## src/rtl/prince_cf_pkg.sv

```systemverilog
// prince_cf_pkg: shared constants and helpers for the PRINCE CF compression
// stage.
//   N_CF        : CF bits per lane (18).
//   SHARES      : output shares per variable (3).
//   GROUPS      : 3-bit CF groups per output variable (x or y).
//   X/Y_SHARE_MAP : the output share that each 3-bit group compresses into.
//                   Group 0 feeds share 1, group 1 feeds share 2, and
//                   group 2 feeds share 0.
//   lane_base() : first CF bit index of a lane inside the flat cf bus.
package prince_cf_pkg;

  localparam int unsigned N_CF   = 32'd18;
  localparam int unsigned SHARES = 32'd3;
  localparam int unsigned GROUPS = 32'd3;

  localparam int unsigned X_SHARE_MAP [GROUPS] = '{32'd1, 32'd2, 32'd0};
  localparam int unsigned Y_SHARE_MAP [GROUPS] = '{32'd1, 32'd2, 32'd0};

  // Lane slice helper: the lane occupies [lane_base+N_CF-1 : lane_base].
  function automatic int unsigned lane_base(input int unsigned lane);
    return lane * N_CF;
  endfunction

endpackage

```

## src/rtl/cf_share_xor3.sv

```systemverilog
// cf_share_xor3: compresses three registered CF bits into one output share.
// Each share is built in its own instance, so synthesis keeps every
// compression tree separate. No XOR terms are shared between shares.
//   cf_grp : 3 registered CF bits of one group
//   share  : XOR of the three bits
module cf_share_xor3 (
  input  logic [2:0] cf_grp,
  output logic       share
);

  assign share = cf_grp[0] ^ cf_grp[1] ^ cf_grp[2];

endmodule

```

## src/rtl/prince_cf_compress.sv

```systemverilog
// prince_cf_compress: two-stage valid/ready compression of the 18 masked
// component-function bits of a 3-share PRINCE S-box AND gadget pair.
// S1 registers each CF bit on its own. This register is the glitch barrier.
// S2 registers the XOR of each 3-bit group as one output share.
//
// Ports:
//   clk, rst_n   : clock, synchronous active-low reset
//   flush_i      : synchronous flush; empties both stages and blocks input
//   cf_i         : CF bits; lane l at [18l+17:18l]
//   in_valid_i / in_ready_o   : upstream handshake
//   rnd_adv_o    : PRNG advance strobe, one pulse per accepted beat
//   x_o, y_o     : output shares; lane l share k at [3l+k]
//   out_valid_o / out_ready_i : downstream handshake
//
// Optional macro PRINCE_CF_ZEROIZE_EN clears data registers when their
// stage empties. With the macro defined, x_o and y_o read 0 whenever
// out_valid_o is 0.
module prince_cf_compress
  import prince_cf_pkg::*;
#(
  parameter int unsigned LANES = 32'd1
) (
  input  logic                    clk,
  input  logic                    rst_n,
  input  logic                    flush_i,
  input  logic [N_CF*LANES-1:0]   cf_i,
  input  logic                    in_valid_i,
  output logic                    in_ready_o,
  output logic                    rnd_adv_o,
  output logic [SHARES*LANES-1:0] x_o,
  output logic [SHARES*LANES-1:0] y_o,
  output logic                    out_valid_o,
  input  logic                    out_ready_i
);

  logic                    s1_valid_r;
  logic                    s2_valid_r;
  logic [N_CF*LANES-1:0]   cf_q_r;
  logic [SHARES*LANES-1:0] x_r;
  logic [SHARES*LANES-1:0] y_r;
  logic [SHARES*LANES-1:0] x_next_s;
  logic [SHARES*LANES-1:0] y_next_s;
  logic                    s2_free_s;
  logic                    s1_move_s;
  logic                    accept_s;

  assign s2_free_s  = ~s2_valid_r | out_ready_i;
  assign s1_move_s  = s1_valid_r & s2_free_s;
  assign in_ready_o = (~s1_valid_r | s2_free_s) & ~flush_i;
  assign accept_s   = in_valid_i & in_ready_o;
  // The upstream PRNG steps only when a beat is actually taken. Nothing is
  // taken while reset is asserted, even though in_ready_o reads 1.
  assign rnd_adv_o  = accept_s & rst_n;

  assign out_valid_o = s2_valid_r;
  assign x_o         = x_r;
  assign y_o         = y_r;

  // Compression trees: one 3-input XOR per output share, reading cf_q only.
  for (genvar l = 0; l < LANES; l++) begin : g_lane
    for (genvar g = 0; g < GROUPS; g++) begin : g_grp
      localparam int unsigned XB = lane_base(l) + g * SHARES;
      localparam int unsigned YB = lane_base(l) + (g + GROUPS) * SHARES;
      cf_share_xor3 u_x (
        .cf_grp (cf_q_r[XB +: 3]),
        .share  (x_next_s[l * SHARES + X_SHARE_MAP[g]])
      );
      cf_share_xor3 u_y (
        .cf_grp (cf_q_r[YB +: 3]),
        .share  (y_next_s[l * SHARES + Y_SHARE_MAP[g]])
      );
    end
  end

  // Stage occupancy flags. Reset has top priority, then flush.
  always_ff @(posedge clk) begin
    if (!rst_n) begin
      s1_valid_r <= 1'b0;
      s2_valid_r <= 1'b0;
    end else if (flush_i) begin
      s1_valid_r <= 1'b0;
      s2_valid_r <= 1'b0;
    end else begin
      // A new accept wins over a same-cycle move-out, so S1 stays full.
      s1_valid_r <= accept_s | (s1_valid_r & ~s1_move_s);
      if (s2_free_s) begin
        s2_valid_r <= s1_move_s;
      end
    end
  end

  // Data registers: S1 captures raw CF bits, S2 captures compressed shares.
  always_ff @(posedge clk) begin
    if (!rst_n) begin
      cf_q_r <= '0;
      x_r    <= '0;
      y_r    <= '0;
    end else if (flush_i) begin
`ifdef PRINCE_CF_ZEROIZE_EN
      cf_q_r <= '0;
      x_r    <= '0;
      y_r    <= '0;
`endif
    end else begin
      if (accept_s) begin
        cf_q_r <= cf_i;
`ifdef PRINCE_CF_ZEROIZE_EN
      end else if (s1_move_s) begin
        cf_q_r <= '0;
`endif
      end
      if (s1_move_s) begin
        x_r <= x_next_s;
        y_r <= y_next_s;
`ifdef PRINCE_CF_ZEROIZE_EN
      end else if (s2_free_s) begin
        x_r <= '0;
        y_r <= '0;
`endif
      end
    end
  end

endmodule
```

## config.mk

```make
export PLATFORM = sky130hd
export DESIGN_NAME = prince_cf_compress
export DESIGN_NICKNAME = d
export VERILOG_FILES = /design/src/rtl/prince_cf_pkg.sv /design/src/rtl/cf_share_xor3.sv /design/src/rtl/prince_cf_compress.sv
export SDC_FILE = /design/constraint.sdc
export NUM_CORES = 1
export LEC_CHECK = 0
export ABC_CLOCK_PERIOD_IN_PS = 1500
export BUFFER_PORTS_ARGS = -buffer_cell sky130_fd_sc_hd__buf_2
export CORE_MARGIN = 4
export CORE_UTILIZATION = 50
export CTS_CLUSTER_SIZE = 25
export DETAILED_ROUTE_END_ITERATION = 7
export GPL_ROUTABILITY_DRIVEN = 0
export GPL_TIMING_DRIVEN = 1
export PLACE_DENSITY_LB_ADDON = 0.1
export SYNTH_ARGS = -nofsm -noshare
export SYNTH_HDL_FRONTEND = slang
export SYNTH_SLANG_ARGS = --single-unit
```

## constraint.sdc

```tcl
create_clock -name clk -period 1.5 [get_ports clk]
set_input_delay 0.15 -clock clk [delete_from_list [all_inputs] [get_ports clk]]
set_output_delay 0.15 -clock clk [all_outputs]
set_load 0.02 [all_outputs]
```

* Yosys cells after proc, flatten, opt, wreduce, memory -nomap -nowiden
Cells that the tools add are included.
** Cells by class
- Bitwise operators :: 25
- Reduce and logical (&&, ||, !) cells :: 3
** Operators with widths (number)
- $xor 1x1->1 :: 12
- $and 1x1->1 :: 5
- $not 1->1 :: 5
- $reduce_and 2->1 :: 2
- $or 1x1->1 :: 3
- $reduce_or 2->1 :: 1
** Storage, ports and cells
- Word-level logic and storage cells :: 33
- Flip-flop bits (word level) :: 26
- Input port bits :: 23

* Longest topological paths before layout
- Depth in word-level cells :: 6
- Mapped depth :: 5

* Cells and area by module
Synthesis repeated with hierarchy kept, for this count alone.
** Unflattened totals
- Cell total of the unflattened synthesis :: 125
- Area, all modules :: 1246.2 µm²
** By module, submodules not included
- prince_cf_compress :: area an instance 1103.6 µm², times used 1, cells an instance 119
- cf_share_xor3 :: area an instance 23.8 µm², times used 6, cells an instance 1

* Worst setup path after synthesis
Ideal clock, no wire load.
- Path kind :: register to output
- Start point :: register s2_valid_r, in the netlist out_valid_o
- End point :: output port rnd_adv_o
- Cell stages (with the launch flop) :: 6
- Path buffers :: 2
- Arrival time :: 1.312 ns
- Setup slack :: 0.038 ns
- Required time :: 1.350 ns
- Path through :: dfxtp_1 -> and3b_1 -> nor3b_2 -> buf_6 -> buf_12 -> and2_1
** Between the ends
- Word-level cells in the longest chain between the ends :: 6
** Ends and longest elaborated chain
- start, declared :: RTL line prince_cf_compress.sv:37 : logic s2_valid_r;
- start signal, assigned :: RTL line prince_cf_compress.sv:87 : s2_valid_r <= s1_move_s;
- $not 1->1 :: RTL line prince_cf_compress.sv:47 : assign s2_free_s = ~s2_valid_r | out_ready_i;
- $or 1x1->1 :: RTL line prince_cf_compress.sv:47
- $or 1x1->1 :: RTL line prince_cf_compress.sv:49 : assign in_ready_o = (~s1_valid_r | s2_free_s) & ~flush_i;
- $and 1x1->1 :: RTL line prince_cf_compress.sv:49
- $and 1x1->1 :: RTL line prince_cf_compress.sv:50 : assign accept_s = in_valid_i & in_ready_o;
- $and 1x1->1 :: RTL line prince_cf_compress.sv:53 : assign rnd_adv_o = accept_s & rst_n;
- end, declared :: RTL line prince_cf_compress.sv:29 : output logic rnd_adv_o,
Every way passes these cells.

* Worst setup path in the final report
Ends and elaborated chain as after synthesis.

==> impl_summary.md <==
Cells and area
Once layout is complete, the utilization of the core stands at 0.682. 0 antenna diodes ended up in the layout. With fillers left out, the area of the finished cells amounts to 1390 µm². In the final layout, flip-flops and latches occupy 523 µm².

In the final layout, the share of cells above drive strength 1 is 0.312. The total of fill cells in the finished design is 172. Relative to the synthesized area, the layout overhead comes to 23.8%.

In the final layout, the multi-input gates occupy between 500 and 600 µm². The number of nets at the end of the flow is 178.

Route
The number of vias in the routed layout is between 800 and 900. The DRC violations left is 0. The number of design-rule violations left by the first detailed-router iteration is 7. The count of nets left with antenna violations after detail routing is 0. The first detailed-routing pass ran for 4 iterations.

The overall routed net length is 2.08 mm. The post-detailed-route wirelength per cell is 11.5 µm. The routed via count divided by cell count is 4.81.

Synthesis
The netlist area before placement is between 1000 and 1500 µm². The sequential-to-total area share from yosys stat is 0.463. The number of nets in the synthesized netlist is between 100 and 150. In this run, synthesis produced a sequential element count of 26. The synthesized instance count is 118. The Yosys step of the flow raised 0 warnings.

The unique cell type count in the Yosys netlist is 19. After synthesis, the mean cell area works out to 9.53 µm².

Clock network
The CTS tree is yes. The CTS H-tree depth is 1. The clock passes through at most 2 buffers. In this run, CTS created clock tree buffers numbering 3.

The worst-skew pair later-pin latency is about 0.32 ns. The number of clock sinks is 26. The cell at the root of the clock tree is clkbuf_4. The clock-pin slew reported for the worst setup and hold paths after clock tree synthesis is 0.14 ns.

STA
The final max-slew violation count is 0. The number of setup violations in the final report is 1. Across all setup checks in the final design, the least slack found is -0.0315 ns. Setup repair after global routing could not meet its margin everywhere.

Counting I/O delays and the setup requirement, the final critical path takes 1.53 ns. In the finished design, the share of the clock period the worst path needs comes to 1.02. At the pin with the least slew margin, the transition time is about 0.26 ns. The worst clock skew is 0.00652 ns. Timing would allow up to between 600 and 700 MHz.

The final-report hold violation count is 0. Across all hold checks on the routed design, the worst slack comes to 0.0572 ns. The worst max-slew margin expressed relative to the limit is 0.828.

Die
The die covers 3070 µm². The die is about 55 µm tall. The width of the die is 55.4 µm. The count of boundary I/O pins is 32. After floorplanning, the core was sized to cover slightly above 2000 µm². The floorplan has 16 rows. The starting utilization of the core area is 0.551.

GRT
Across every metal layer, demand over resource in global routing totals 0.147. The largest net degree at the start of global routing is 26. Summed over all layers, the global routing overflow is 0. The via count of the first global-routing pass is 841. The number of antenna violations at the first check in global routing is 0. The first global-routing pass estimated 3.63 mm of wire.

Worst setup path
The worst reg-to-reg setup slack is ~0.08 ns. The top fanout value on the critical path is 2. At the worst endpoint, the required time is 1.35 ns.

The arrival time at the worst endpoint is 1.38 ns. STA classifies the critical path startpoint as a register. The number of cells on the worst reg-to-reg path is 5. The critical setup path kind is register to output port.

The nature of the critical path endpoint is an output port.

Pwr
The leakage component of the power is about 0.64 nW. The worst-case IR drop observed on VDD is 0.904 mV. The total power is 1.39 mW. The areal power density over the cells is roughly 1000 nW/µm².

Placement
The worst setup slack after placement is roughly 0.19 ns. In this run the cell area measured after placement is 1300 µm². The count of buffers inserted at the top-level ports is 31. The half-perimeter wire length after placement is 1.57 mm.

Min path
Counting instances, the worst hold path has a depth of 3. The worst hold path belongs to the class input pin to register.

Outcome
The flow ran to the end, but the final reports show violations. The final reports fail on negative setup slack.

Flow run
Max-cap violations in this run came to 0.
-- worst max-delay path, stage by stage, from the launching register on --
cell and delay (ns):
dfxtp_2 0.34, and3b_2 0.23, nor3b_4 0.21, and2_4 0.18, buf_6 0.11
-- layout make-up --
type / count / area share
tap: 27 / 0.0243
inverter: 1 / 0.00270
clock buffer: 3 / 0.0162
timing repair buffer: 39 / 0.159
clock inverter: 1 / 0.0216
multi-input combinational: 84 / 0.401
sequential: 26 / 0.376
-- power by group --
part	switching, mW	internal (mW)	total, mW
sequential	0.0177	0.720	0.738
clock	0.201	0.270	0.472
combinational	0.0845	0.0911	0.176
-- cells in the final DEF (no fill, tap or decap) --
| cell | netlist | routed |
|---|---|---|
| nand2b_1 | 1 | 1 |
| dfxtp_1 | 26 | 24 |
| inv_1 | 1 | 1 |
| nor2_1 | 5 | 5 |
| clkbuf_4 | 0 | 3 |
| bufinv_16 | 0 | 1 |
| mux2i_1 | 18 | 18 |
| xnor2_1 | 6 | 6 |
| or3_1 | 1 | 1 |
| o31a_1 | 1 | 1 |
| buf_2 | 2 | 30 |
| buf_4 | 0 | 8 |
| nor3b_4 | 0 | 1 |
| buf_6 | 1 | 1 |
| xor2_1 | 6 | 6 |
| o2bb2ai_1 | 6 | 6 |
| and2_4 | 0 | 1 |
| and3b_2 | 0 | 1 |
| dfxtp_2 | 0 | 2 |
| nand2_1 | 36 | 36 |
| and2b_1 | 1 | 1 |
-- kinds of logic after synthesis --
group,after synthesis,share of synthesized area
and+or+nand+nor,47,0.179
DFF,26,0.463
muxes,18,0.160
xor gates and xnor gates,12,0.0934
buffers and inverters,8,0.0501
AOI/OAI and AO/OA,7,0.0545
-- worst paths after layout --
check,from,end
max,out_valid_o,rnd_adv_o
min,cf_i[11],cf_q_r[11]
min reg2reg,y_o[2],y_o[2]
max reg2reg,out_valid_o,cf_q_r[14]
-- repair_timing --
| item | in CTS | in global routing |
|---|---|---|
| pin swaps | 2 | 2 |
| resized for setup | 6 | 0 |
| setup buffers | 4 | 0 |
| endpoints found under the setup margin | 1 | 5 |
| hold buffers | 0 | 0 |
| endpoints found under the hold margin | 0 | 0 |
-- sequential cells by signal, indices dropped and copies added, names as in the netlist --
signal and count:
cf_q_r 18, s1_valid_r 1, y_o 3, out_valid_o 1, x_o 3
-- synth_stat cells, drive strengths merged --
library cell,n,area [µm²]
and3b,1,8.76
nor2,5,18.8
clkbuf,3,11.3
inv,1,3.75
and2,1,6.26
o31a,1,8.76
xor2,6,52.6
o2bb2ai,6,52.6
nand2b,1,6.26
dfxtp,26,521
mux2i,18,180
nand2,36,135
xnor2,6,52.6
or3,1,6.26
buf,4,41.3
and2b,1,7.51
nor3b,1,12.5
-- layer usage --
| metal | global-route usage | vias up | wire length, µm | part of all wire |
|---|---|---|---|---|
| met2 | 0.248 | 19 | 1030 | 0.50 |
| li1 | - | 455 | - | - |
| met4 | 0.0729 | 0 | 42 | 0.020 |
| met1 | 0.168 | 392 | 874 | 0.42 |
| met5 | 0 | - | 0 | 0 |
| met3 | 0.0420 | 5 | 124 | 0.060 |
-- stage by stage --
step | instances | TNS [ns]
5_1_grt | 181 | -0.0816
6_report | 181 | -0.0315
3_5_place_dp | 173 | 0
2_1_floorplan | 118 | 0
3_3_place_gp | 173 | 0
4_1_cts | 181 | -0.0455
Note: power is estimated with default switching activity, not from simulation.
